--- src/rtl/check_scoreboard_pkg.sv ---
// -----------------------------------------------------------------------------
// check_scoreboard_pkg
// Shared definitions for the in-order check scoreboard:
//   - bit positions of the sticky error flags
//   - widths of the error vector and the match counter
//   - a saturating increment helper for the match counter
// -----------------------------------------------------------------------------
package check_scoreboard_pkg;

  localparam int ERR_MISMATCH  = 0;
  localparam int ERR_UNDERFLOW = 1;
  localparam int ERR_OVERFLOW  = 2;
  localparam int ERR_TIMEOUT   = 3;
  localparam int ERR_W         = 4;

  localparam int MATCH_W = 16;

  typedef logic [ERR_W-1:0]   err_t;
  typedef logic [MATCH_W-1:0] match_t;

  // Counts up to all-ones and then sticks there.
  function automatic match_t sat_inc(input match_t v);
    return (v == '1) ? v : v + match_t'(1);
  endfunction

endpackage

--- src/rtl/check_scoreboard_if.sv ---
// -----------------------------------------------------------------------------
// check_scoreboard_if
// Bundles the expected-word push, the actual-word compare and the status
// outputs of the scoreboard.
//   master : the testbench side (drives exp_* / act_*, reads status)
//   slave  : the scoreboard side
// Signals:
//   exp_valid/exp_data  push an expected word
//   act_valid/act_data  present an actual word for comparison
//   pass                ~|err
//   err                 sticky flags [0] mismatch [1] underflow [2] overflow [3] timeout
//   match_count         successful compares, saturating
//   pending             expected words not yet consumed
//   idle                pending==0 and no error
// -----------------------------------------------------------------------------
interface check_scoreboard_if #(
  parameter int WIDTH = 8,
  parameter int DEPTH = 16
);
  import check_scoreboard_pkg::*;

  localparam int CNT_W = $clog2(DEPTH) + 1;

  logic             exp_valid;
  logic [WIDTH-1:0] exp_data;
  logic             act_valid;
  logic [WIDTH-1:0] act_data;
  logic             pass;
  err_t             err;
  match_t           match_count;
  logic [CNT_W-1:0] pending;
  logic             idle;

  modport master (
    output exp_valid, exp_data, act_valid, act_data,
    input  pass, err, match_count, pending, idle
  );

  modport slave (
    input  exp_valid, exp_data, act_valid, act_data,
    output pass, err, match_count, pending, idle
  );

endinterface

--- src/rtl/check_scoreboard_fifo.sv ---
// -----------------------------------------------------------------------------
// check_fifo
// Synchronous FIFO holding the expected words in arrival order.
// Ports:
//   clk, rst      rising-edge clock, asynchronous active-high reset
//   push_i        write push_data_i this cycle (accepted when full only
//                 together with a pop)
//   push_data_i   word to write
//   pop_i         drop the head entry this cycle (ignored when empty)
//   head_o        oldest stored word
//   count_o       number of stored words, 0..DEPTH
//   full_o        count_o == DEPTH
//   empty_o       count_o == 0
// DEPTH must be a power of two so the pointers wrap by plain overflow.
// -----------------------------------------------------------------------------
module check_fifo #(
  parameter int WIDTH = 8,
  parameter int DEPTH = 16
) (
  input  logic                       clk,
  input  logic                       rst,
  input  logic                       push_i,
  input  logic [WIDTH-1:0]           push_data_i,
  input  logic                       pop_i,
  output logic [WIDTH-1:0]           head_o,
  output logic [$clog2(DEPTH):0]     count_o,
  output logic                       full_o,
  output logic                       empty_o
);

  localparam int PTR_W = $clog2(DEPTH);
  localparam int CNT_W = PTR_W + 1;

  logic [WIDTH-1:0] mem_q [DEPTH];
  logic [PTR_W-1:0] wr_q, wr_d;
  logic [PTR_W-1:0] rd_q, rd_d;
  logic [CNT_W-1:0] count_q, count_d;
  logic             do_push, do_pop;

  assign empty_o = (count_q == '0);
  assign full_o  = (count_q == CNT_W'(DEPTH));
  assign do_pop  = pop_i && !empty_o;
  // A full FIFO still takes a word when the head leaves in the same cycle.
  assign do_push = push_i && (!full_o || do_pop);

  assign head_o  = mem_q[rd_q];
  assign count_o = count_q;

  always_comb begin
    wr_d    = do_push ? wr_q + PTR_W'(1) : wr_q;
    rd_d    = do_pop  ? rd_q + PTR_W'(1) : rd_q;
    count_d = count_q;
    case ({do_push, do_pop})
      2'b10:   count_d = count_q + CNT_W'(1);
      2'b01:   count_d = count_q - CNT_W'(1);
      default: count_d = count_q;
    endcase
  end

  // NOTE: the storage array has no reset; only pointers and count need a
  // known value, and entries are never read before being written.
  always_ff @(posedge clk) begin
    if (do_push) mem_q[wr_q] <= push_data_i;
  end

  // NOTE: sequential state is assigned with <= so every register samples
  // the pre-edge values regardless of statement order.
  always_ff @(posedge clk or posedge rst) begin
    if (rst) begin
      wr_q    <= '0;
      rd_q    <= '0;
      count_q <= '0;
    end else begin
      wr_q    <= wr_d;
      rd_q    <= rd_d;
      count_q <= count_d;
    end
  end

endmodule

--- src/rtl/check_scoreboard.sv ---
// -----------------------------------------------------------------------------
// check_scoreboard
// In-order scoreboard: expected words are queued, each actual word is
// compared against the oldest queued word. Error flags are sticky until rst.
// Ports:
//   clk   rising-edge clock
//   rst   asynchronous active-high reset; flushes queue, flags and counters
//   sb    check_scoreboard_if.slave (exp_*, act_* in; pass, err,
//         match_count, pending, idle out)
// Parameters:
//   WIDTH    data word width
//   DEPTH    expected-queue entries (power of two, >= 2)
//   TIMEOUT  stalled cycles (words pending, no act_valid) before err[3]
// -----------------------------------------------------------------------------
module check_scoreboard
  import check_scoreboard_pkg::*;
#(
  parameter int WIDTH   = 8,
  parameter int DEPTH   = 16,
  parameter int TIMEOUT = 1024
) (
  input logic                clk,
  input logic                rst,
  check_scoreboard_if.slave  sb
);

  localparam int CNT_W  = $clog2(DEPTH) + 1;
  localparam int TCNT_W = (TIMEOUT > 1) ? $clog2(TIMEOUT) : 1;
  localparam logic [TCNT_W-1:0] TLIMIT = TCNT_W'(TIMEOUT - 1);

  logic [WIDTH-1:0]  head;
  logic [CNT_W-1:0]  count;
  logic              full, empty;

  logic              do_pop, do_push;
  logic              mismatch, underflow, overflow, timeout_hit;

  err_t              err_q, err_d;
  match_t            match_q, match_d;
  logic [TCNT_W-1:0] tcnt_q, tcnt_d;

  check_fifo #(
    .WIDTH (WIDTH),
    .DEPTH (DEPTH)
  ) u_fifo (
    .clk         (clk),
    .rst         (rst),
    .push_i      (do_push),
    .push_data_i (sb.exp_data),
    .pop_i       (do_pop),
    .head_o      (head),
    .count_o     (count),
    .full_o      (full),
    .empty_o     (empty)
  );

  // NOTE: every signal gets its default before any branch, so no path
  // leaves a value unassigned and no latch is inferred.
  always_comb begin
    do_pop      = sb.act_valid && !empty;
    // Empty queue: the compare fails even if a push lands this same cycle.
    underflow   = sb.act_valid && empty;
    // NOTE: !== makes an X/Z on either side count as a mismatch instead of
    // evaluating to unknown and slipping through.
    mismatch    = do_pop && (sb.act_data !== head);
    do_push     = sb.exp_valid && (!full || do_pop);
    overflow    = sb.exp_valid && full && !do_pop;

    timeout_hit = 1'b0;
    tcnt_d      = tcnt_q + TCNT_W'(1);
    if (sb.act_valid || empty) begin
      tcnt_d = '0;
    end else if (tcnt_q == TLIMIT) begin
      // Counter parks at the limit; the flag is sticky so holding is enough.
      tcnt_d      = tcnt_q;
      timeout_hit = 1'b1;
    end

    err_d = err_q;
    if (mismatch)    err_d[ERR_MISMATCH]  = 1'b1;
    if (underflow)   err_d[ERR_UNDERFLOW] = 1'b1;
    if (overflow)    err_d[ERR_OVERFLOW]  = 1'b1;
    if (timeout_hit) err_d[ERR_TIMEOUT]   = 1'b1;

    match_d = (do_pop && !mismatch) ? sat_inc(match_q) : match_q;
  end

  always_ff @(posedge clk or posedge rst) begin
    if (rst) begin
      err_q   <= '0;
      match_q <= '0;
      tcnt_q  <= '0;
    end else begin
      err_q   <= err_d;
      match_q <= match_d;
      tcnt_q  <= tcnt_d;
    end
  end

  assign sb.err         = err_q;
  assign sb.pass        = ~|err_q;
  assign sb.idle        = empty && ~|err_q;
  assign sb.match_count = match_q;
  assign sb.pending     = count;

endmodule
--- src/flat_wrapper.sv ---
// flat-port wrapper written by rule: the top's interface ports become plain ports
module check_scoreboard_flat import check_scoreboard_pkg::*;
#(
  parameter int WIDTH   = 8,
  parameter int DEPTH   = 16,
  parameter int TIMEOUT = 1024
)
  (clk, rst, sb_exp_valid, sb_exp_data, sb_act_valid, sb_act_data, sb_pass, sb_err, sb_match_count, sb_pending, sb_idle);
  check_scoreboard_if #(.WIDTH(WIDTH), .DEPTH(DEPTH)) sb_i ();
  input logic clk;
  input logic rst;
  input wire logic [$bits(sb_i.exp_valid)-1:0] sb_exp_valid;
  input wire logic [$bits(sb_i.exp_data)-1:0] sb_exp_data;
  input wire logic [$bits(sb_i.act_valid)-1:0] sb_act_valid;
  input wire logic [$bits(sb_i.act_data)-1:0] sb_act_data;
  output wire logic [$bits(sb_i.pass)-1:0] sb_pass;
  output wire logic [$bits(sb_i.err)-1:0] sb_err;
  output wire logic [$bits(sb_i.match_count)-1:0] sb_match_count;
  output wire logic [$bits(sb_i.pending)-1:0] sb_pending;
  output wire logic [$bits(sb_i.idle)-1:0] sb_idle;
  assign sb_i.exp_valid = sb_exp_valid;
  assign sb_i.exp_data = sb_exp_data;
  assign sb_i.act_valid = sb_act_valid;
  assign sb_i.act_data = sb_act_data;
  assign sb_pass = sb_i.pass;
  assign sb_err = sb_i.err;
  assign sb_match_count = sb_i.match_count;
  assign sb_pending = sb_i.pending;
  assign sb_idle = sb_i.idle;
  check_scoreboard #(.WIDTH(WIDTH), .DEPTH(DEPTH), .TIMEOUT(TIMEOUT)) u_core (.clk(clk), .rst(rst), .sb(sb_i));
endmodule
--- config.mk ---
export PLATFORM = sky130hd
export DESIGN_NAME = check_scoreboard_flat
export DESIGN_NICKNAME = d
export VERILOG_FILES = /design/src/rtl/check_scoreboard_pkg.sv /design/src/rtl/check_scoreboard_if.sv /design/src/rtl/check_scoreboard_fifo.sv /design/src/rtl/check_scoreboard.sv /design/src/flat_wrapper.sv
export SDC_FILE = /design/constraint.sdc
export NUM_CORES = 1
export LEC_CHECK = 0
export BUFFER_PORTS_ARGS = -buffer_cell sky130_fd_sc_hd__buf_2
export CAP_MARGIN = 20
export CORE_MARGIN = 2
export CORE_UTILIZATION = 43
export CTS_CLUSTER_SIZE = 40
export DETAILED_ROUTE_END_ITERATION = 7
export HOLD_SLACK_MARGIN = 0.03
export PLACE_DENSITY = 0.61
export SLEW_MARGIN = 25
export SYNTH_ARGS = -nofsm -noshare
export SYNTH_HDL_FRONTEND = slang
export SYNTH_SLANG_ARGS = --single-unit
--- constraint.sdc ---
create_clock -name clk -period 3.35 [get_ports clk]
set_input_delay 0 -clock clk [delete_from_list [all_inputs] [get_ports clk]]
set_output_delay 0 -clock clk [all_outputs]
set_load 0.01 [all_outputs]
==> metrics <==
status=complete, no violations; layout cells sized above 1=22.2%; wire length of the first global-routing pass=24300 um; maximum clock frequency=0.337 GHz; DR vias=4269; Final setup viols=0; Worst Max-Slew Pin Slew=0.705 ns; CP Max Fanout=9; row count=48; area of the die=18500 um^2; worst hold slack=0.106 ns; crit end category=flip-flop; deepest clock path buffer count=2; antenna viol nets, final=0; top post-synthesis cells by area=sky130_fd_sc_hd__edfxtp_1 51%, sky130_fd_sc_hd__dfrtp_1 14%, sky130_fd_sc_hd__mux4_2 4.8%, sky130_fd_sc_hd__mux2i_1 4.0%, sky130_fd_sc_hd__xor2_1 3.3%; period utilization=88.7%; peak supply drop=0.445 mV; Max-slew headroom=53.0%; final routed wire length divided by cell count=19.1 um; number of instances in the synthesized netlist=497; TritonCTS clock tree=done; via count of the first global-routing pass=4379; Worst Slack Setup Final=0.379 ns; shortest clock period the worst path allows after layout=2.97 ns; overall global routing resource usage=17.9%; violation count after the first detailed-route iteration=356; worst setup slack after placement=0.351 ns; number of buffers added for setup after CTS=0; clock net sink count=171; Skew-Pair Late Insertion Delay=0.42 ns; number of synthesized flops with an enable pin=128; antenna violations before repair=0; DIE WIDTH=136 um; Core Region=17200 um^2; proportion of netlist area held by the largest area contributor=51.1%; average vias per placed instance=5.33; CTS buffer count=17; DRC violations left=0; largest net degree at the start of global routing=44; total of flip-flops plus latches after synthesis=171; combinational share of power=29.6%; PwrDens=756 nW/um^2; Netlist cell types=48; skew final=0.00961 ns; setup TNS after final layout=0 ns; IO Port Bufs=46; sequential cell fraction of total power=42.0%; post-synthesis sequential area ratio=65.5%; Syn Std Cell Area=7510 um^2; nets=596; total gr overflow=0; placer's final routability congestion estimate=0.798; library cell occupying the most area in the post-synthesis netlist=sky130_fd_sc_hd__edfxtp_1; critical path type=flip-flop to flip-flop; number of top-level design ports=47; share of async-settable or async-resettable flops after synthesis=25.1%; Synth warnings=0; cell chosen for the clock root=sky130_fd_sc_hd__clkbuf_16; startpoint kind of the worst setup timing path=flip-flop; final-report max-slew violation count=0; placed wire-length estimate after detailed placement=10100 um; multi-input logic area=2440 um^2; total power after layout=6.57 mW; detailed-route wire length=15300 um; starting utilization of the core area=43.7%; clock-pin transition on the worst setup and hold timing paths=0.06 ns; mean instance size in the synthesized netlist=15.1 um^2; H-tree levels=4; Post-synth top cells=128 x sky130_fd_sc_hd__edfxtp_1, 43 x sky130_fd_sc_hd__dfrtp_1, 30 x sky130_fd_sc_hd__mux2i_1, 29 x sky130_fd_sc_hd__nand2_1, 28 x sky130_fd_sc_hd__xor2_1; setup repair after global routing missed its margin=false; area added between synthesis and finish=15.7%; min-delay worst type=input port to flip-flop; most common cell in the netlist=sky130_fd_sc_hd__edfxtp_1; area taken by flip-flops and latches=4920 um^2; # fillers=1478; main flop type after synthesis=sky130_fd_sc_hd__edfxtp_1; number of detailed-routing iterations run before antenna repair=5; CP Data Arrival Time=3.28 ns; required time of the worst setup path=3.66 ns; leakage power=3.32 nW; net switching fraction of the power=30.9%; final hold vios=0; total internal power=4.54 mW; number of gates given a new drive strength after cts=0; Net Count, Synth=528; number of maximum-capacitance violations=0; count of inserted antenna diode cells=0; die height=136 um; total net switching power=2.03 mW; part of the power in the clock network=28.4%
cells by family after synthesis:
| kind of cell | count (synthesis) | synth area share (%) |
|---|---|---|
| and+or+nand+nor | 138 | 10.4 |
| buffers and inverters | 29 | 2.00 |
| DFF | 171 | 65.5 |
| muxes | 60 | 10.9 |
| xor gates and xnor gates | 51 | 5.94 |
| adders and majority gates | 11 | 1.83 |
| AOI/OAI and AO/OA | 37 | 3.38 |
final timing paths:
check	start	to	slack [ns]	cells after the start
worst max-delay path	u_core.u_fifo.count_o[1]	u_core.u_fifo.count_o[4]	0.38	13
worst min-delay path	sb_act_data[0]	u_core.sb.match_count[0]	0.11	5
worst max register to register	u_core.u_fifo.count_o[1]	u_core.u_fifo.count_o[4]	0.38	13
worst min register to register	u_core.sb.match_count[4]	u_core.sb.match_count[4]	0.48	1
max in group asynchronous	rst	u_core.u_fifo.rd_q[2]	2.68	4
min in group asynchronous	rst	u_core.tcnt_q[9]	0.26	4
what timing repair did:
item	CTS	global route
endpoints found under the hold margin	174	0
endpoints found under the setup margin	0	0
hold buffers	11	0
cell type report:
| class | count | share of cell area (%) |
|---|---|---|
| clock buffer | 19 | 4.98 |
| multi-input combinational | 297 | 28.1 |
| inverter | 8 | 0.345 |
| tap | 225 | 3.24 |
| clock inverter | 11 | 1.40 |
| sequential | 171 | 56.6 |
| timing repair buffer | 70 | 5.32 |
metal layers:
metal	wire length, um	GRT usage (%)	up-vias
li1	-	-	1997
met1	6850	24.0	2148
met2	7580	29.1	105
met3	640	4.14	19
met4	229	5.27	0
met5	0	0	-
layout by cell type (no fill, tap or decap), types with 3 or more instances in the layout:
cell type / instances
sky130_fd_sc_hd__edfxtp_1: 128
sky130_fd_sc_hd__buf_2: 46
sky130_fd_sc_hd__dfrtp_1: 42
sky130_fd_sc_hd__mux2i_1: 30
sky130_fd_sc_hd__nand2_1: 29
sky130_fd_sc_hd__xor2_1: 28
sky130_fd_sc_hd__xnor2_1: 23
sky130_fd_sc_hd__and2_1: 19
sky130_fd_sc_hd__nor2_1: 19
sky130_fd_sc_hd__clkbuf_16: 17
sky130_fd_sc_hd__mux4_2: 16
sky130_fd_sc_hd__mux2_2: 13
sky130_fd_sc_hd__nand3_1: 12
sky130_fd_sc_hd__ha_1: 11
sky130_fd_sc_hd__dlygate4sd3_1: 11
sky130_fd_sc_hd__buf_4: 11
sky130_fd_sc_hd__and3_1: 10
sky130_fd_sc_hd__o21ai_0: 9
sky130_fd_sc_hd__a21oi_1: 8
sky130_fd_sc_hd__nor3_1: 7
sky130_fd_sc_hd__inv_1: 7
sky130_fd_sc_hd__nand2b_1: 7
sky130_fd_sc_hd__nor4_1: 6
sky130_fd_sc_hd__nor4_2: 6
sky130_fd_sc_hd__nor2b_1: 5
sky130_fd_sc_hd__o22ai_1: 4
sky130_fd_sc_hd__a221oi_1: 4
sky130_fd_sc_hd__nand3b_1: 3
sky130_fd_sc_hd__and4_1: 3
sky130_fd_sc_hd__nand4_1: 3
sky130_fd_sc_hd__clkinv_2: 3
power by group through the flow:
stage | clock network [mW] | logic (mW) | registers, mW
after CTS | 1.90 | 1.97 | 2.77
after detailed placement | 0 | 1.95 | 2.81
final | 1.87 | 1.94 | 2.76
after floorplan | 0 | 1.49 | 2.72
after global routing | 1.99 | 2.13 | 2.80
after global placement | 0 | 1.93 | 2.79
worst max-delay path: stages (launching register included):
cell,delay [ns]
sky130_fd_sc_hd__dfrtp_1,0.48
sky130_fd_sc_hd__nor4_1,0.43
sky130_fd_sc_hd__nor2b_1,0.28
sky130_fd_sc_hd__nand2b_1,0.16
sky130_fd_sc_hd__inv_1,0.14
sky130_fd_sc_hd__ha_1,0.24
sky130_fd_sc_hd__xor2_1,0.15
sky130_fd_sc_hd__ha_1,0.22
sky130_fd_sc_hd__o21ai_0,0.15
sky130_fd_sc_hd__a21oi_1,0.09
sky130_fd_sc_hd__a21oi_1,0.17
sky130_fd_sc_hd__xor2_1,0.15
sky130_fd_sc_hd__nor2_1,0.06
sky130_fd_sc_hd__xor2_1,0.14
registers in the layout, summed over array words and instances, names as in the netlist:
register	flops
u_core.sb.match_count	16
u_core.sb.err	4
u_core.u_fifo.wr_q	4
u_core.u_fifo.mem_q	128
u_core.u_fifo.count_o	5
u_core.u_fifo.rd_q	4
u_core.tcnt_q	10
metrics by stage:
step	area [um^2]	util, %	std cells
6_report	8690	50.6	801
5_1_grt	8690	50.6	801
4_1_cts	8690	50.6	801
3_5_place_dp	8030	46.8	760
3_3_place_gp	8030	46.8	760
2_1_floorplan	7510	-	497
No activity file was read; power rests on OpenSTA's default activity.
